**src/rtl/exu_mul_arb.sv**
```systemverilog
// rtl/exu_mul_arb.sv - two-pipe round-robin arbiter and sequencer for the multi-cycle multiplier
// Optional feature: MUL_ARB_RESULT_CACHE_EN adds a one-entry {op, a, b, result} cache.
module exu_mul_arb #(
    parameter int DATA_W = 32,
    parameter int ADDR_W = 5
) (
    input  logic                clk,
    input  logic                rst,
    input  logic [1:0]          req_valid_i,
    output logic [1:0]          req_ready_o,
    input  logic [5:0]          req_op_i,
    input  logic [2*DATA_W-1:0] req_a_i,
    input  logic [2*DATA_W-1:0] req_b_i,
    input  logic [2*ADDR_W-1:0] req_waddr_i,
    input  logic [1:0]          flush_i,
    output logic [1:0]          resp_valid_o,
    input  logic [1:0]          resp_ready_i,
    output logic [DATA_W-1:0]   resp_result_o,
    output logic [ADDR_W-1:0]   resp_waddr_o,
    output logic                busy_o,
    output logic                mul_start_o,
    output logic [2:0]          mul_op_o,
    output logic [DATA_W-1:0]   mul_a_o,
    output logic [DATA_W-1:0]   mul_b_o,
    output logic [ADDR_W-1:0]   mul_waddr_o,
    input  logic [DATA_W-1:0]   mul_result_i,
    input  logic                mul_ready_i
);
    typedef enum logic [1:0] {IDLE = 2'd0, RUN = 2'd1, RESP = 2'd2} state_t;

    state_t            state;
    logic              rr_ptr;
    logic              owner;
    logic [DATA_W-1:0] result_q;

    logic [1:0]        eligible;
    logic              grant_id;
    logic              accept;
    logic              owner_flush;
    logic [2:0]        sel_op;
    logic [DATA_W-1:0] sel_a;
    logic [DATA_W-1:0] sel_b;
    logic [ADDR_W-1:0] sel_waddr;
    logic              cache_hit;
    logic [DATA_W-1:0] cache_result;

    // A pipe flushing this cycle may not win the grant.
    assign eligible  = req_valid_i & ~flush_i;
    assign grant_id  = (&eligible) ? rr_ptr : eligible[1];
    assign accept    = rst && (state == IDLE) && (|eligible);
    assign sel_op    = grant_id ? req_op_i[5:3] : req_op_i[2:0];
    assign sel_a     = grant_id ? req_a_i[2*DATA_W-1:DATA_W] : req_a_i[DATA_W-1:0];
    assign sel_b     = grant_id ? req_b_i[2*DATA_W-1:DATA_W] : req_b_i[DATA_W-1:0];
    assign sel_waddr = grant_id ? req_waddr_i[2*ADDR_W-1:ADDR_W] : req_waddr_i[ADDR_W-1:0];

    assign owner_flush = flush_i[owner];

    assign req_ready_o   = accept ? (grant_id ? 2'b10 : 2'b01) : 2'b00;
    // Start falls in the completion cycle so the multiplier cannot re-arm from its IDLE.
    assign mul_start_o   = (state == RUN) && !mul_ready_i && !owner_flush;
    assign resp_valid_o  = ((state == RESP) && !owner_flush) ? (owner ? 2'b10 : 2'b01) : 2'b00;
    assign resp_result_o = result_q;
    assign resp_waddr_o  = mul_waddr_o;
    assign busy_o        = (state != IDLE);

`ifdef MUL_ARB_RESULT_CACHE_EN
    logic              cache_valid;
    logic [2:0]        cache_op;
    logic [DATA_W-1:0] cache_a;
    logic [DATA_W-1:0] cache_b;

    assign cache_hit = cache_valid && (cache_op == sel_op) && (cache_a == sel_a) && (cache_b == sel_b);

    always_ff @(posedge clk or negedge rst) begin
        if (!rst) begin
            cache_valid  <= 1'b0;
            cache_op     <= '0;
            cache_a      <= '0;
            cache_b      <= '0;
            cache_result <= '0;
        end else if ((state == RUN) && mul_ready_i && !owner_flush) begin
            cache_valid  <= 1'b1;
            cache_op     <= mul_op_o;
            cache_a      <= mul_a_o;
            cache_b      <= mul_b_o;
            cache_result <= mul_result_i;
        end
    end
`else
    assign cache_hit    = 1'b0;
    assign cache_result = '0;
`endif

    always_ff @(posedge clk or negedge rst) begin
        if (!rst) begin
            state       <= IDLE;
            rr_ptr      <= 1'b0;
            owner       <= 1'b0;
            result_q    <= '0;
            mul_op_o    <= '0;
            mul_a_o     <= '0;
            mul_b_o     <= '0;
            mul_waddr_o <= '0;
        end else begin
            case (state)
                IDLE: begin
                    if (accept) begin
                        owner       <= grant_id;
                        rr_ptr      <= ~grant_id;
                        mul_op_o    <= sel_op;
                        mul_a_o     <= sel_a;
                        mul_b_o     <= sel_b;
                        mul_waddr_o <= sel_waddr;
                        if (cache_hit) begin
                            result_q <= cache_result;
                            state    <= RESP;
                        end else begin
                            state    <= RUN;
                        end
                    end
                end
                RUN: begin
                    if (owner_flush) begin
                        state <= IDLE;
                    end else if (mul_ready_i) begin
                        result_q <= mul_result_i;
                        state    <= RESP;
                    end
                end
                RESP: begin
                    if (owner_flush || resp_ready_i[owner]) begin
                        state <= IDLE;
                    end
                end
                default: state <= IDLE;
            endcase
        end
    end
endmodule

```
**config.mk**
```make
export PLATFORM = sky130hd
export DESIGN_NAME = exu_mul_arb
export DESIGN_NICKNAME = d
export VERILOG_FILES = /design/src/rtl/exu_mul_arb.sv
export SDC_FILE = /design/constraint.sdc
export NUM_CORES = 1
export LEC_CHECK = 0
export BUFFER_PORTS_ARGS = -buffer_cell sky130_fd_sc_hd__buf_2
export CAP_MARGIN = 0
export CELL_PAD_IN_SITES_DETAIL_PLACEMENT = 0
export CELL_PAD_IN_SITES_GLOBAL_PLACEMENT = 2
export CORE_MARGIN = 5
export CORE_UTILIZATION = 25
export CTS_BUF_LIST = sky130_fd_sc_hd__clkbuf_8
export DETAILED_ROUTE_END_ITERATION = 6
export PLACE_DENSITY = 0.93
export SLEW_MARGIN = 20
export SYNTH_ARGS = -nofsm -noshare
export SYNTH_HDL_FRONTEND = slang
export SYNTH_SLANG_ARGS = --single-unit
export TNS_END_PERCENT = 30
```
**constraint.sdc**
```tcl
create_clock -name clk -period 2.1 [get_ports clk]
set_input_delay 0.525 -clock clk [delete_from_list [all_inputs] [get_ports clk]]
set_output_delay 0.525 -clock clk [all_outputs]
set_load 0.005 [all_outputs]
```
Yosys cells after proc, flatten, opt, wreduce, memory -nomap -nowiden
Cells that the tools add are included.
{"block": "op_classes", "n_lt_le_gt_ge": 1, "eq_ne": 5, "muxes": 18, "bitwise": 4, "reduce_logical": 15}
{"operator": "$mux 32", "n": 2}
{"operator": "$mux 2", "n": 8}
{"operator": "$pmux 2 s3", "n": 1}
{"operator": "$reduce_and 3->1", "n": 2}
{"operator": "$logic_and 1x1->1", "n": 5}
{"operator": "$mux 1", "n": 5}
{"operator": "$mux 5", "n": 1}
{"operator": "$reduce_and 2->1", "n": 2}
{"operator": "$mux 3", "n": 1}
{"operator": "$ne 3x3->1 const B", "n": 1}
{"operator": "$and 2x2->2", "n": 1}
{"operator": "$eq 2x1->1 const B", "n": 1}
{"operator": "$eq 2x2->1 const B", "n": 1}
{"operator": "$logic_not 1->1", "n": 2}
{"operator": "$logic_not 2->1", "n": 1}
{"operator": "$lt 1x2->1 const B", "n": 1}
{"operator": "$ne 2x1->1 const B", "n": 1}
{"operator": "$ne 2x2->1 const B", "n": 1}
{"operator": "$not 1->1", "n": 2}
{"operator": "$not 2->2", "n": 1}
{"operator": "$reduce_bool 2->1", "n": 1}
{"operator": "$reduce_or 2->1", "n": 1}
{"operator": "$logic_or 1x1->1", "n": 1}
{"block": "totals", "reg_bits": 108, "output_inout_bits": 115, "elab_cells": 51}

Depth between registers and ports, before layout
{"block": "depth", "depth_word": 6, "depth_mapped": 6, "mapped_depth_nobuf": 4}

Worst setup path before layout
OpenSTA, ideal clock, no wires.
{"block": "synth_path", "path_type": "in2out", "start": "in flush_i[0]", "end": "out req_ready_o[0]", "arrival_ns": 1.451, "t_required_ns": 1.575, "setup_slack_ns": 0.124, "path_stages": 5, "path_buffers": 2, "cell_sequence": "or3b_1 and2_1 buf_6 buf_6 nor2_1"}
{"block": "synth_via", "elab_chain_len": 6}
{"item": "from (decl)", "line": "15", "rtl": "input logic [1:0] flush_i,"}
{"item": "$not 2->2 *", "line": "48", "rtl": "assign eligible = req_valid_i & ~flush_i;"}
{"item": "$and 2x2->2 *", "line": "48"}
{"item": "$reduce_and 2->1", "line": "49", "rtl": "assign grant_id = (&eligible) ? rr_ptr : eligible[1];"}
{"item": "$mux 1", "line": "49"}
{"item": "$mux 2", "line": "58", "rtl": "assign req_ready_o = accept ? (grant_id ? 2'b10 : 2'b01) : 2'b00;"}
{"item": "$mux 2 *", "line": "58"}
{"item": "to (decl)", "line": "10", "rtl": "output logic [1:0] req_ready_o,"}
Mark *: on every way between the ends. The rest lies on a longest branch, timed or not.

Worst setup path after layout
{"block": "layout_path", "start": "reg owner", "end": "out mul_start_o"}
{"block": "layout_via", "elab_chain_len": 4}
{"item": "from (decl)", "line": "33", "rtl": "logic owner;"}
{"item": "from (signal assigned)", "line": "108", "rtl": "owner <= grant_id;"}
{"item": "$mux 1 (implied by the code) (2 in series)", "line": "56", "rtl": "assign owner_flush = flush_i[owner];"}
{"item": "$logic_not 1->1", "line": "60", "rtl": "assign mul_start_o = (state == RUN) && !mul_ready_i && !owner_flush;"}
{"item": "$logic_and 1x1->1", "line": "60"}
{"item": "to (decl)", "line": "21", "rtl": "output logic mul_start_o,"}
Every way passes these cells. The select of a mux whose other input is x is not followed.

==> out/results.md <==
| Metric | Value |
|:---|:---|
| Pin slew with the least headroom to its limit | 0.625 ns |
| Initial standard-cell utilization of the core | 25.5% |
| Part of the cycle the worst path needs | 101% |
| Tot GR Track Use | 14.0% |
| Synth Instances | 497 |
| Clock group share of total power | 19.8% |
| Violated checks | negative setup slack |
| Required time at the worst-slack endpoint | 1.57 ns |
| CORE AREA | 20200 µm² |
| Worst reg-to-reg setup slack | 0.31 ns |
| Total grt overflow | 0 |
| Post-synthesis simple-gate area fraction | 13.3% |
| Largest area contributor in the synthesized netlist | sky130_fd_sc_hd__dfrtp_1 |
| Number of cells on the worst reg-to-reg path | 5 |
| Layout Nets | 967 |
| Most congested layer reported by global routing | met2 |
| Proportion of netlist area held by the largest area contributor | 52.5% |
| Total die area | 23600 µm² |
| Width of the die | 154 µm |
| Hold Buf Count CTS | 0 |
| Clock buffers created by TritonCTS | 9 |
| Count of pins over their slew limit | 0 |
| Number of global-route vias before repair | 4739 |
| Number of vias after detailed routing | 4592 |
| Placement Setup Slack | 0.131 ns |
| Global-route met1 utilization | 17.6% |
| Via density | 4.34 |
| Share of power burned in registers | 47.0% |
| Cell Rows | 52 |
| Share of synthesized cell area in full adder, half adder and majority cells | 0% |
| Num ports | 300 |
| Die span in y | 154 µm |
| Reg-to-Reg End | resp_result_o[11]$_DFFE_PN0P_ |
| Register clock-pin slew on the reported worst setup and hold paths | 0.10 ns |
| Combinational power share | 33.2% |
| Initial DRT Pass Iterations | 4 |
| Post-synthesis area per instance | 10.4 µm² |
| Combined flip-flop and latch cell area | 2700 µm² |
| Port-buffer cells | 299 |
| Critical path cell sequence | mux2_4 > nor4b_4 > buf_4 > buf_6 |
| Startpoint of the most critical register-to-register path | owner$_DFFE_PN0P_ |
| Top post-synthesis cells by area | sky130_fd_sc_hd__dfrtp_1 (52%), sky130_fd_sc_hd__a21oi_2 (12%), sky130_fd_sc_hd__a21oi_1 (7.4%), sky130_fd_sc_hd__mux2_2 (7.2%), sky130_fd_sc_hd__nand2_1 (5.4%) |
| Netlist cell types | 29 |
| Routability congestion estimate from global placement | 0.795 |
| Final antenna-violating net count | 0 |
| Critical path's largest stage delay | 0.44 ns |
| CTS tree | built |
| Power spent charging and discharging nets | 2.16 mW |
| CTS Sinks | 108 |
| Worst setup path category | register to primary output |
| Number of levels in the clock H-tree | 3 |
| Nets in the synthesized netlist | 682 |
| Share of synthesized area spent on multiplexers | 7.60% |
| Initial antenna violation count | 1 |
| Critical path launch point type | register |
| WP data arrival | 1.59 ns |
| Compound-cell area share of the yosys netlist | 20.1% |
| Total of fill cells in the finished design | 2125 |
| Upper clock frequency limit | 474 MHz |
| Main combinational cell family by area after synthesis | compound AO/OA/AOI/OAI gates |
| Number of warnings issued by yosys | 0 |
| Worst-Skew Late Latency | 0.38 ns |
| Buffers and inverters on the worst path | 2 |
| Result of the run | finished, violations left |
| Internal Power | 4.37 mW |
| Switch share | 33.1% |
| Average routed wire per standard cell | 16.1 µm |
| Setup ws final | -0.0106 ns |
| Total DRC errors in the routed layout | 0 |
| Met2 routing resource usage after global routing | 23.1% |
| Post-synthesis sequential area ratio | 52.5% |
| Worst VDD drop | 0.390 mV |
| XOR/XNOR Fraction of Synth Area | 0% |
| Final Setup Violations | 1 |
| End-of-flow core utilization | 35.1% |
| Maximum number of pins on one net before global-route repair | 109 |
| Routed WL | 17000 µm |
| Register bit count reported by yosys | 108 |
| First-iteration detailed-routing DRC count | 165 |
| Worst min-delay path category | input port to async pin |
| Half-perimeter wire length after detailed placement | 12500 µm |
| CP Capture Type | primary output |
| Worst Skew | 0.0151 ns |
| Buffer depth of the longest clock path | 2 |
| Clock period minus final worst setup slack | 2.11 ns |
| Area Overhead vs Synth | 37.9% |
| Overall power of the completed layout | 6.53 mW |
| Relative slew slack | 58.3% |
| Pleak | 3.44 nW |
| Max FO, Critical Path | 2 |
| Layout cell share with drive strength beyond 1 | 57.7% |
| Sum of negative setup slack | -0.0106 ns |
| Kind of cell adding the most delay to the critical path | flip-flops |
| RSZ-0062 raised after global routing | yes |
| Wire length of the first global-routing pass | 26300 µm |
| Max capacitance violation total | 0 |
| PD cells | 919 nW/µm² |
| Post-synth design cell area | 5150 µm² |
| Clock root cell | sky130_fd_sc_hd__clkbuf_8 |
| Global Route met3 Usage | 5.06% |
| Combined area of the multi-input logic cells | 2160 µm² |
| Antenna diode count | 0 |
| Library cell contributing the largest single delay on the critical path | sky130_fd_sc_hd__dfrtp_2 |
| Final count of hold timing violations | 0 |
| Final hold slack | 0.260 ns |
==> worst max-delay path by stage <==
| stage | start | endpoint | cells past startpoint |
|---|---|---|---|
| 2_1_floorplan | flush_i[0] | req_ready_o[0] | 5 |
| 3_3_place_gp | flush_i[0] | req_ready_o[0] | 5 |
| 3_5_place_dp | flush_i[1] | mul_start_o | 5 |
| 4_1_cts | owner$_DFFE_PN0P_ | mul_start_o | 4 |
| 5_1_grt | owner$_DFFE_PN0P_ | mul_start_o | 4 |
| 6_report | owner$_DFFE_PN0P_ | mul_start_o | 4 |
==> per-layer routing <==
| metal | up-vias | part of all wire [%] |
|---|---|---|
| met3 | 15 | 8.5 |
| met4 | 2 | 1.1 |
| li1 | 2233 | - |
| met5 | - | 0.041 |
| met2 | 183 | 49 |
| met1 | 2159 | 41 |
==> cells by family after synthesis <==
| group | Yosys count |
|---|---|
| flip-flops | 108 |
| AO/OA/AOI/OAI | 150 |
| multiplexers | 35 |
| AND/OR/NAND/NOR | 163 |
| buffers and inverters | 41 |
==> layout by cell type (no fill, tap or decap), drive strengths merged <==
cell / Yosys / routed
a211o: 1 / 1
a211oi: 2 / 2
a21o: 1 / 1
a21oi: 145 / 145
and2: 1 / 1
and4b: 1 / 1
buf: 39 / 314
clkbuf: 1 / 11
clkinv: 0 / 1
clkinvlp: 0 / 2
dfrtp: 108 / 108
inv: 1 / 3
mux2: 33 / 33
mux2i: 2 / 2
nand2: 74 / 74
nand2b: 3 / 3
nor2: 78 / 78
nor2b: 1 / 1
nor3: 1 / 1
nor3b: 1 / 1
nor4b: 1 / 1
o21bai: 1 / 1
or2: 1 / 1
or3b: 1 / 1
==> layout make-up <==
class	instances	share of cell area (%)
tap	270	4.75
inverter	1	0.0528
multi-input combinational	348	30.4
clock buffer	11	2.13
sequential	108	38.1
clock inverter	5	0.616
timing repair buffer	314	24.0
==> power by group through the flow <==
stage | Sequential (mW) | Combinational [mW] | Clock [mW]
3_3_place_gp | 3.09 | 2.17 | 0
6_report | 3.07 | 2.17 | 1.29
4_1_cts | 3.08 | 2.21 | 1.39
2_1_floorplan | 3.17 | 1.01 | 0
3_5_place_dp | 3.13 | 2.19 | 0
5_1_grt | 3.17 | 2.41 | 1.44
==> state kept, by name, indices dropped and copies added (netlist names) <==
| name | flops |
|---|---|
| mul_a_o | 32 |
| mul_b_o | 32 |
| resp_result_o | 32 |
| mul_waddr_o | 5 |
| mul_op_o | 3 |
| state | 2 |
| owner | 1 |
| rr_ptr | 1 |
==> through the flow <==
stage | area [µm²] | instances
final | 7110 | 1057
after global routing | 7110 | 1057
after CTS | 7080 | 1057
after detailed placement | 6850 | 1038
after global placement | 6850 | 1038
after floorplan | 5150 | 497
==> cell usage after synthesis, drive strengths merged <==
| cell | count |
|---|---|
| clkbuf | 1 |
| nor2b | 1 |
| nor4b | 1 |
| and2 | 1 |
| buf | 39 |
| o21bai | 1 |
| a211o | 1 |
| mux2i | 2 |
| nand2 | 74 |
| dfrtp | 108 |
| nand2b | 3 |
| mux2 | 33 |
| nor3b | 1 |
| inv | 1 |
| nor2 | 78 |
| or2 | 1 |
| nor3 | 1 |
| a21oi | 145 |
| a21o | 1 |
| a211oi | 2 |
| and4b | 1 |
| or3b | 1 |
==> what timing repair did <==
action / in CTS / in global routing
gates cloned: 0 / 0
gates resized for setup: 4 / 6
setup buffers: 3 / 0
setup endpoints to repair: 3 / 4
Note: power is estimated with default switching activity, not from simulation.
